## src/rtl/sim_run_pkg.sv

```systemverilog
// Shared types and helpers for the simulation run-control monitor.
package sim_run_pkg;

   // Run-control state, encoded as it appears on the state output.
   typedef enum logic [1:0] {
      ST_IDLE = 2'd0,
      ST_RUN  = 2'd1,
      ST_PASS = 2'd2,
      ST_FAIL = 2'd3
   } run_state_t;

   // Termination cause, encoded as it appears on the reason output.
   typedef enum logic [2:0] {
      RSN_NONE     = 3'd0,
      RSN_FAIL_REQ = 3'd1,
      RSN_TIMEOUT  = 3'd2,
      RSN_HANG     = 3'd3,
      RSN_PASS     = 3'd4
   } run_reason_t;

   // Number of set bits in a commit strobe vector (up to eight channels).
   function automatic logic [3:0] popcount(input logic [7:0] v);
      logic [3:0] n;
      n = '0;
      for (int i = 0; i < 8; i++) begin
         n = n + {3'b000, v[i]};
      end
      return n;
   endfunction

endpackage

```

## src/rtl/sim_run_history.sv

```systemverilog
// Commit-history ring: records {channel, pc} of every retired instruction
// while enabled; newest record is read at hist_idx == 0.
// Built only when SIM_RUN_MONITOR_HISTORY_EN is defined.
module sim_run_history #(
   parameter int NCH        = 2,
   parameter int XLEN       = 64,
   parameter int HIST_DEPTH = 16
) (
   input  logic                          clock,
   input  logic                          reset,
   input  logic                          wr_en,
   input  logic [NCH-1:0]                commit_valid,
   input  logic [NCH*XLEN-1:0]           commit_pc,
   input  logic [$clog2(HIST_DEPTH)-1:0] hist_idx,
   output logic [XLEN-1:0]               hist_pc,
   output logic [2:0]                    hist_ch
);

   localparam int IW = $clog2(HIST_DEPTH);

   typedef struct packed {
      logic [2:0]      ch;
      logic [XLEN-1:0] pc;
   } hist_rec_t;

   hist_rec_t     ring_q [HIST_DEPTH];
   logic [IW-1:0] wptr_q;
   logic [IW-1:0] wr_addr [NCH];
   logic [IW-1:0] acc;
   logic [IW-1:0] rd_addr;

   // Slot for each valid channel: lower channels take earlier (older) slots.
   always_comb begin
      acc = '0;
      for (int i = 0; i < NCH; i++) begin
         wr_addr[i] = wptr_q + acc;
         acc        = acc + IW'(commit_valid[i]);
      end
   end

   // Ring storage and write pointer; pointer wraps naturally modulo depth.
   always_ff @(posedge clock) begin
      if (!reset) begin
         wptr_q <= '0;
         // NOTE: the ring is cleared on reset because unwritten entries must
         // read as zero; a plain data memory would normally be left unreset.
         for (int i = 0; i < HIST_DEPTH; i++) begin
            ring_q[i] <= '0;
         end
      end else if (wr_en) begin
         wptr_q <= wptr_q + acc;
         for (int i = 0; i < NCH; i++) begin
            if (commit_valid[i]) begin
               ring_q[wr_addr[i]] <= '{ch: 3'(i), pc: commit_pc[i*XLEN +: XLEN]};
            end
         end
      end
   end

   // Newest-first read: index 0 is the slot just behind the write pointer.
   assign rd_addr = wptr_q - IW'(1) - hist_idx;
   assign hist_pc = ring_q[rd_addr].pc;
   assign hist_ch = ring_q[rd_addr].ch;

endmodule

```

## src/rtl/sim_run_monitor.sv

```systemverilog
// Run-control monitor for the simulation harness: cycle/commit counters,
// pass/fail/timeout/hang termination and a cycle-windowed dump enable.
// Optional commit-history ring enabled by defining SIM_RUN_MONITOR_HISTORY_EN.
module sim_run_monitor
   import sim_run_pkg::*;
#(
   parameter int NCH        = 2,
   parameter int XLEN       = 64,
   parameter int HIST_DEPTH = 16
) (
   input  logic                          clock,
   input  logic                          reset,
   input  logic [NCH-1:0]                commit_valid,
   input  logic [NCH*XLEN-1:0]           commit_pc,
   input  logic                          finish_req,
   input  logic                          fail_req,
   input  logic [63:0]                   max_cycles,
   input  logic [31:0]                   hang_limit,
   input  logic [63:0]                   dump_start,
   input  logic [63:0]                   dump_len,
   output logic [1:0]                    state,
   output logic [2:0]                    reason,
   output logic [63:0]                   cycle_count,
   output logic [63:0]                   commit_total,
   output logic                          dump_en,
   output logic                          done
`ifdef SIM_RUN_MONITOR_HISTORY_EN
   ,
   input  logic [$clog2(HIST_DEPTH)-1:0] hist_idx,
   output logic [XLEN-1:0]               hist_pc,
   output logic [2:0]                    hist_ch
`endif
);

   run_state_t  state_q, state_d;
   run_reason_t reason_q, reason_d;
   logic [63:0] cyc_q, cyc_d;
   logic [63:0] tot_q, tot_d;
   logic [31:0] hang_q, hang_d;
   logic        dump_q, dump_d;

   logic [63:0] cyc_inc;
   logic [64:0] tot_sum;
   logic [63:0] tot_add;
   logic [31:0] hang_nxt;
   logic        timeout_hit;
   logic        hang_hit;
   logic [64:0] dump_end;

   // Saturating next values used in every RUN cycle.
   assign cyc_inc     = (cyc_q == '1) ? cyc_q : cyc_q + 64'd1;
   assign tot_sum     = {1'b0, tot_q} + 65'(popcount(8'(commit_valid)));
   assign tot_add     = tot_sum[64] ? '1 : tot_sum[63:0];
   assign hang_nxt    = (|commit_valid) ? '0 : ((hang_q == '1) ? hang_q : hang_q + 32'd1);
   assign timeout_hit = (max_cycles != '0) && (cyc_q > max_cycles);
   assign hang_hit    = (hang_limit != '0) && (hang_nxt == hang_limit);
   assign dump_end    = {1'b0, dump_start} + {1'b0, dump_len};

   // Next-state, counter updates and termination arbitration.
   always_comb begin
      // NOTE: every variable gets a default before the case so that no path
      // leaves one unassigned, which would otherwise infer a latch.
      state_d  = state_q;
      reason_d = reason_q;
      cyc_d    = cyc_q;
      tot_d    = tot_q;
      hang_d   = hang_q;
      unique case (state_q)
         ST_IDLE: begin
            state_d = ST_RUN;
            cyc_d   = 64'd1;
         end
         ST_RUN: begin
            cyc_d  = cyc_inc;
            tot_d  = tot_add;
            hang_d = hang_nxt;
            if (fail_req) begin
               state_d  = ST_FAIL;
               reason_d = RSN_FAIL_REQ;
            end else if (timeout_hit) begin
               state_d  = ST_FAIL;
               reason_d = RSN_TIMEOUT;
            end else if (hang_hit) begin
               state_d  = ST_FAIL;
               reason_d = RSN_HANG;
            end else if (finish_req) begin
               state_d  = ST_PASS;
               reason_d = RSN_PASS;
            end
         end
         default: ;  // PASS/FAIL hold everything until reset
      endcase
      dump_d = (state_d == ST_RUN) && (cyc_d >= dump_start) &&
               ((dump_len == '0) || ({1'b0, cyc_d} < dump_end));
   end

   // State, counter and dump-enable registers with synchronous reset.
   always_ff @(posedge clock) begin
      // NOTE: non-blocking assignments keep every register sampling the
      // pre-edge values, so update order inside this block does not matter.
      if (!reset) begin
         state_q  <= ST_IDLE;
         reason_q <= RSN_NONE;
         cyc_q    <= '0;
         tot_q    <= '0;
         hang_q   <= '0;
         dump_q   <= 1'b0;
      end else begin
         state_q  <= state_d;
         reason_q <= reason_d;
         cyc_q    <= cyc_d;
         tot_q    <= tot_d;
         hang_q   <= hang_d;
         dump_q   <= dump_d;
      end
   end

   assign state        = state_q;
   assign reason       = reason_q;
   assign cycle_count  = cyc_q;
   assign commit_total = tot_q;
   assign dump_en      = dump_q;
   assign done         = (state_q == ST_PASS) || (state_q == ST_FAIL);

`ifdef SIM_RUN_MONITOR_HISTORY_EN
   sim_run_history #(
      .NCH        (NCH),
      .XLEN       (XLEN),
      .HIST_DEPTH (HIST_DEPTH)
   ) u_history (
      .clock        (clock),
      .reset        (reset),
      .wr_en        (state_q == ST_RUN),
      .commit_valid (commit_valid),
      .commit_pc    (commit_pc),
      .hist_idx     (hist_idx),
      .hist_pc      (hist_pc),
      .hist_ch      (hist_ch)
   );
`else
   // PCs and ring depth only matter when the history ring is built.
   logic unused_hist_cfg;
   assign unused_hist_cfg = ^{commit_pc, 32'(HIST_DEPTH)};
`endif

endmodule

```

## config.mk

```make
export PLATFORM = sky130hd
export DESIGN_NAME = sim_run_monitor
export DESIGN_NICKNAME = d
export VERILOG_FILES = /design/src/rtl/sim_run_pkg.sv /design/src/rtl/sim_run_history.sv /design/src/rtl/sim_run_monitor.sv
export SDC_FILE = /design/constraint.sdc
export NUM_CORES = 1
export LEC_CHECK = 0
export ABC_AREA = 1
export CAP_MARGIN = 20
export CORE_UTILIZATION = 45
export CTS_CLUSTER_DIAMETER = 150
export CTS_CLUSTER_SIZE = 10
export DETAILED_ROUTE_END_ITERATION = 12
export GPL_ROUTABILITY_DRIVEN = 0
export GPL_TIMING_DRIVEN = 1
export PLACE_DENSITY = 0.82
export REMOVE_ABC_BUFFERS = 1
export SKIP_LAST_GASP = 1
export SYNTH_ARGS = -nofsm -noshare
export SYNTH_HDL_FRONTEND = slang
export SYNTH_HIERARCHICAL = 1
export SYNTH_SLANG_ARGS = --single-unit
```

## constraint.sdc

```tcl
create_clock -name clock -period 7.08 [get_ports clock]
set_input_delay 1.416 -clock clock [delete_from_list [all_inputs] [get_ports clock]]
set_output_delay 1.416 -clock clock [all_outputs]
set_load 0.05 [all_outputs]
```

; After elaboration in Yosys (flattened, before gate mapping)
; Index checks and enable logic that the tools add are counted.
[word_totals]
input_bits = 358
word_cells = 48
output_inout_bits = 135
regBits = 166
[classes]
eq_ne = 7
n_reduce_logical = 13
addsub = 5
magnitude_cmp = 3
mux = 14
[op_table]
columns = operator, n
row1 = 64-bit 2-to-1 mux, 2
row2 = 64-bit one-hot mux with 2 select lines, 1
row3 = 64-bit by 2-bit adder with 65-bit output, 1
row4 = 64-bit by 64-bit adder with 65-bit output, 1
row5 = 64-bit by 65-bit less-than comparator with 1-bit output, 1
row6 = "64-bit by 1-bit adder with 64-bit output, second input constant", 1
row7 = "64-bit == test, second input constant", 1
row8 = 64-bit greater-or-equal comparator, 1
row9 = 64-bit > comparator, 1
row10 = 64-bit zero test, 1
row11 = 32-bit 2-to-1 mux, 2
row12 = 64-bit nonzero test, 1
row13 = "32-bit by 1-bit adder with 32-bit output, second input constant", 1
row14 = 32-bit == test, 1
row15 = "32-bit == test, second input constant", 1
row16 = 32-bit nonzero test, 1
row17 = 3-bit 2-to-1 mux, 4
row18 = 2-bit 2-to-1 mux, 4
row19 = "2-bit by 1-bit == test with 1-bit output, second input constant", 2
row20 = "2-bit == test, second input constant", 2
row21 = 1-bit logical AND, 4
row22 = 2-bit one-hot mux with 2 select lines, 1
row23 = 4-bit nonzero test, 1
row24 = 1-bit by 1-bit adder with 2-bit output, 1
row25 = 4 further kinds, 5

; Logic depth before layout (Yosys ltp)
; Gate-level depths: netlist of the first run.
[logic_depth]
word_depth = 12
mapped_depth = 31
depth_no_buf = 31

; Worst setup path before layout of the first run
; Ideal clock, no wire load.
[synth_path]
path_kind = input -> register
startpoint = input dump_start[0]
endpoint = register dump_q, in the netlist dump_en
setup_time_ns = 0.119
required_time_ns = 6.961
cell_stages = 30
arrival_time_ns = 4.723
path_buffers = 0
slack_ns = 2.238
path_cell_list = ha_1 -> inv_1 -> fa_1 -> nand3b_1 -> nand2_1 -> nand2_1 -> nand2_1 -> a21oi_1 -> o21bai_2 -> nand3_1 -> nand2_1 -> nand2_1 -> nand2_1 -> a21oi_1 -> o21ai_1 -> nand3_1 -> nand3b_1 -> nand2_1 -> ha_1 -> a21oi_1 -> o21ai_0 -> a21oi_1 -> nor2_1 -> nor2_1 -> o21ai_0 -> nand3_1 -> nand3_1 -> nor2_1 -> a21oi_1 -> nor3_2
[synth_via]
elab_chain_len = 4
elab_cells_between_ends = 6
cone_classes = add/sub (1) / order compare (2) / reduce/logical (3)
[synth_rtl]
columns = element, line_no
row1 = start: declaration, sim_run_monitor.sv:19  ; input logic [63:0] dump_start,
row2 = 64-bit by 64-bit adder with 65-bit output, sim_run_monitor.sv:57  ; assign dump_end = {1'b0, dump_start} + {1'b0, dump_len};
row3 = 64-bit by 65-bit less-than comparator with 1-bit output, sim_run_monitor.sv:94  ; ((dump_len == '0) || ({1'b0, cyc_d} < dump_end));
row4 = 1-bit logical OR, sim_run_monitor.sv:94
row5 = 1-bit logical AND *, sim_run_monitor.sv:93  ; dump_d = (state_d == ST_RUN) && (cyc_d >= dump_start) &&
row6 = end signal: assignment, sim_run_monitor.sv:114  ; dump_q <= dump_d;
row7 = end: declaration, sim_run_monitor.sv:40  ; logic dump_q, dump_d;
; Every way passes the cells marked *; elsewhere a longest branch is shown, timed or not.
; A chain may end at the register's enable or synchronous reset.

; Worst setup path after layout of the first run
; Same ends and word-level chain as after synthesis.

==> results of run 1 <==
[registers in the layout, indices dropped and copies added, names as in the netlist]
| register | flops |
|---|---|
| dump_en | 1 |
| cycle_count | 64 |
| hang_q | 32 |
| state | 2 |
| reason | 3 |
| commit_total | 64 |
[routing by layer]
layer | vias to the layer above | global-route usage, %
li1 | 11600 | -
met1 | 10500 | 39.1
met2 | 1022 | 50.7
met3 | 204 | 4.78
met4 | 4 | 13.7
met5 | - | 0
[path summary, 6_finish.rpt]
check,endpoint,slack (ns),depth (start not counted)
max,dump_en,1.16,24
min,reason[1],0.46,2
min reg2reg,reason[1],0.46,2
max reg2reg,dump_en,1.24,25
[power by group]
group | internal, W | switching [W]
Combinational | 0.000376 | 0.000552
Sequential | 0.000957 | 0.0000301
Clock | 0.000542 | 0.000454
[through the flow]
step,hold WS [ns],total power (W)
2_1_floorplan,0.533,0.00157
3_3_place_gp,0.449,0.00190
3_5_place_dp,0.454,0.00191
4_1_cts,0.464,0.00290
5_1_grt,0.481,0.00305
6_report,0.462,0.00291
[layout by cell type, fill, tap and decap left out, types with 9 or more instances in the layout]
master / count
nor2_1: 319
o21ai_0: 135
or2_2: 9
nor3_1: 133
nor4_1: 93
o211ai_1: 10
xor2_1: 91
clkbuf_16: 17
clkdlybuf4s50_1: 364
xnor2_1: 52
nand4_1: 90
a211oi_1: 15
a21oi_1: 290
o21a_1: 9
nand3_1: 132
inv_1: 472
a31oi_1: 47
nand3b_1: 23
dfxtp_1: 166
o21bai_1: 11
nand2_2: 12
ha_1: 258
nand2_1: 737
[worst min-delay path, delay by kind of cell (launching register included)]
kind | cells | cell delay [ns]
flops | 1 | 0.31
compound gates | 1 | 0.05
simple gates | 1 | 0.06
[cell families after synthesis]
| logic type | count (synthesis) | synth area share (%) |
|---|---|---|
| simple gates | 1588 | 35.4 |
| buf+inv | 535 | 10.2 |
| xor+xnor | 143 | 6.26 |
| flops | 166 | 16.6 |
| fa+ha+maj | 260 | 16.3 |
| compound gates | 553 | 15.2 |
[area by class of cell]
type | instances | share of cell area (%)
Sequential cell | 166 | 13.4
Antenna cell | 3 | 0.0303
Inverter | 478 | 7.24
Clock inverter | 13 | 0.645
Clock buffer | 19 | 1.78
Tap cell | 585 | 2.95
Multi-Input combinational cell | 2544 | 59.1
Timing Repair Buffer | 371 | 14.9
==> flow_summary.ini, run 1 <==
[run_status]
status = finished clean

[timing]
tightest_slew_ns = 0.942
hold_viol_final = 0
max_freq_mhz = 169
skew_ns = 0.0158
finalCritPeriodShare_pct = 83.6
fin_ws_ns = 1.16
finalCriticalPeriod_ns = 5.92
rsz0062_at_grt = no
setup_violations = 0
final_max_slew_viol_count = 0
tns_ns = 0
slew_headroom_pct = 37.2

[setup_path]
crit_family = simple AND/OR/NAND/NOR gates
end_kind = register
reg2reg_from = cycle_count[1]
arrival_ns = 6.23
cp.required_ns = 7.39
crit_path_top_delay_cell = clkdlybuf4s50_1
crit_start = dump_start[0]
worst-path-buf-inv = 3
cp-start-kind = input pin
critPathMaxStageDelay_ns = 0.49
crit_type = input pin to register
critPathMaxFanout = 4
path_cells = clkdlybuf4s50_1 > ha_1 > inv_1 > fa_1 > nand3b_1 > nand2_1 > nand2_1 > nand2_1 > nand2_1 > nand2_1 > nand2_1 > nand2_1 > a21oi_1 > o21ai_0 > a21oi_1 > o31ai_1 > xnor2_1 > ha_1 > inv_1 > nor3_1 > nand4_1 > nand3b_1 > a21oi_1 > nor3_2
cp_common_cell = nand2_1

[synthesis]
async_flop_share_pct = 0
syn_area_um2 = 20000
synth_most_common_cell = nand2_1
ys_warn_count = 6
synth_top_area_share_pct = 16.6
synth_cells = 3245
synth_cell_type_count = 53
netlist_top_cells_area = dfxtp_1, ha_1, nand2_1, inv_1, a21oi_1
ys_seq_elements = 166
synth_largest_area_cell = dfxtp_1
synth_area_per_cell_um2 = 6.17
synth_edf_count = 0
synthTopCellsByCount = nand2_1, inv_1, nor2_1
synth-main-ff-cell = dfxtp_1
ys_seq_area_share_pct = 16.6

[route]
drc_errors = 0
wl_met1_um = 30400
vias = 23300
dr.max_layer_used = met5
drtPass1Iterations = 6
wl_per_cell_um = 16.9
first_iter_violations = 1944
drt-total-wl_um = 70700
wl_met3_um = 5670
wl_met2_um = 31400
ant_nets = 0
routed_via_density = 5.58

[placed_design]
place_hpwl_um = 58500
dp.cells = 4144
port_buffers = 364
placed_cell_area_um2 = 24200
dp_slack_ns = 0.770

[cts]
ctsHoldBuffers = 0
h-tree-depth = 4
cts_resized = 0
tritoncts = built
clk_pin_slew_ns = 0.07
worstSkewPairLatency_ns = 0.44
clock-sinks = 166
cts-buffers-inserted = 17
clock_path_buffers = 2
root_buffer = clkbuf_16
postCtsSetupBuffers = 0

[global_routing]
grt_overflow = 0
grt_usage_pct = 30.6
grt_pass1_vias = 21700
grt_first_pass_wirelength_um = 110000
antenna_found_initial = 3
grt_max_degree = 84

[final_layout]
fin_nets = 4196
multi_input_area_um2 = 14700
drive_gt1_share_pct = 2.53
seq_area_um2 = 3320
final_util_pct = 57.1
final_cells = 4179
n_fill_cell = 4269
fin_area_um2 = 24800
syn_to_final_growth_pct = 24.0

[power_and_ir_drop]
vdd_drop_max_uv = 140
cellLeakagePower_nw = 10.5
power.density_nw_per_um2 = 117

[die]
io-pin-count = 493
num_rows = 76
die-area_um2 = 45300
core_area_um2 = 43500
start_util_pct = 46.1
die_x_um = 213
dieHeight_um = 213

[run]
cap_violations = 0

[min_path]
min_path_type = register to register
min-delay-start = reason[1]
Power figures use the tool's default switching activity.
==> run 2, diff against run 1 <==
==> constraint.sdc (replaced) <==
create_clock -name clock -period 5.9 [get_ports clock]
set_input_delay 1.18 -clock clock [delete_from_list [all_inputs] [get_ports clock]]
set_output_delay 1.18 -clock clock [all_outputs]
set_load 0.05 [all_outputs]
==> run 2 against run 1 <==
Global-route usage down 0.11 points; largest cell class unchanged; clock power grew 21%; routed wire length is 0.49% higher; clock skew is 0.0015 ns lower.
==> flow_summary.ini, run 2 (synthesis results as in run 1) <==
[route]
wl_per_cell_um = 16.9
dr.max_layer_used = met4
wl_met1_um = 30200
first_iter_violations = 2200
drtPass1Iterations = 6
wl_met3_um = 5800
drt-total-wl_um = 71000
vias = 23400
wl_met2_um = 31600
routed_via_density = 5.58
drc_errors = 0
ant_nets = 0

[cts]
ctsHoldBuffers = 0
root_buffer = clkbuf_16
h-tree-depth = 4
cts-buffers-inserted = 17
postCtsSetupBuffers = 0
clk_pin_slew_ns = 0.07
cts_resized = 0
tritoncts = built
clock-sinks = 166
clock_path_buffers = 2
worstSkewPairLatency_ns = 0.44

[setup_path]
crit_path_top_delay_cell = clkdlybuf4s50_1
critPathMaxStageDelay_ns = 0.49
cp-start-kind = input pin
crit_start = dump_start[0]
cp_common_cell = nand2_1
reg2reg_from = cycle_count[2]
cp.required_ns = 6.26
end_kind = register
reg2reg_slack_ns = 0.73
critPathMaxFanout = 3
arrival_ns = 5.71
crit_type = input pin to register

[power_and_ir_drop]
cellLeakagePower_nw = 10.6
power.density_nw_per_um2 = 141
vdd_drop_max_uv = 163

[final_layout]
syn_to_final_growth_pct = 24.9
fin_nets = 4215
drive_gt1_share_pct = 3.02
layout_common_cells = nand2_1, inv_1, clkdlybuf4s50_1
final_util_pct = 57.5
final_common_cell = nand2_1
fin_area_um2 = 25000

[placed_design]
place_hpwl_um = 58900
port_buffers = 364
placed_cell_area_um2 = 24300

[die]
core_area_um2 = 43500
die_x_um = 213
num_rows = 76
start_util_pct = 46.1
io-pin-count = 493
die-area_um2 = 45300
dieHeight_um = 213

[timing]
final_max_slew_viol_count = 0
max_freq_mhz = 187
rsz0062_at_grt = no
finalCritPeriodShare_pct = 90.7
hold_ws_ns = 0.463
hold_viol_final = 0
finalCriticalPeriod_ns = 5.35
setup_violations = 0
tns_ns = 0
tightest_slew_ns = 0.997
skew_ns = 0.0143
slew_headroom_pct = 33.4

[global_routing]
grt_usage_pct = 30.5
grt_overflow = 0
grt_max_degree = 100
antenna_found_initial = 1
grt_pass1_vias = 21500
grt_first_pass_wirelength_um = 109000

[run_status]
status = finished clean

[min_path]
min-delay-start = reason[2]
min_path_type = register to register

[run]
cap_violations = 0
-- run 2: worst paths after layout --
kind                            cells past startpoint        end
worst min-delay path                                2  reason[2]
worst max register to register                     20    dump_en
worst min register to register                      2  reason[2]
worst max-delay path                               32    dump_en
-- run 2: final cells by class --
class	count	area, µm²
Fill cell	4211	18500
Multi-Input combinational cell	2544	14700
Timing Repair Buffer	390	3860
Sequential cell	166	3320
Inverter	478	1800
Tap cell	585	732
Clock buffer	17	425
Clock inverter	14	194
Antenna cell	2	5.00
-- run 2: power by group --
part | internal, W | switching (W) | leakage (nW)
Combinational | 0.000464 | 0.000666 | 8.98
Sequential | 0.00115 | 0.0000371 | 1.34
Clock | 0.000679 | 0.000531 | 0.301
-- run 2: critical path: cells and delay by family --
kind                       cells  cell delay, ns
AOI/OAI and AO/OA              9            1.15
buffers and inverters          3            0.72
and+or+nand+nor               17            1.80
adders and majority gates      3            0.84
-- run 2: per-layer routing --
metal / vias to the layer above / global-route usage [%]
met5: - / 0
met4: 0 / 14.4
met3: 209 / 3.43
met2: 1067 / 50.7
met1: 10500 / 39.3
li1: 11700 / -
-- run 2: stage by stage --
| stage | worst slack (ns) | cells | power, W |
|---|---|---|---|
| finish | 0.552 | 4196 | 0.00352 |
| global route | 0.192 | 4194 | 0.00370 |
| CTS | 0.633 | 4193 | 0.00352 |
| detailed placement | 0.182 | 4162 | 0.00231 |
| global placement | 0.225 | 4162 | 0.00229 |
| floorplan | 1.23 | 3188 | 0.00188 |
==> run 3, diff against run 2 <==
==> constraint.sdc (replaced) <==
create_clock -name clock -period 5.9 [get_ports clock]
set_input_delay 1.18 -clock clock [delete_from_list [all_inputs] [get_ports clock]]
set_output_delay 1.18 -clock clock [all_outputs]
set_load 0.005 [all_outputs]
==> results of run 3 <==
Same layout as run 2 (identical final DEF). Status: finished clean.
Among the figures that moved: total power 0.00352 W -> 0.00350 W
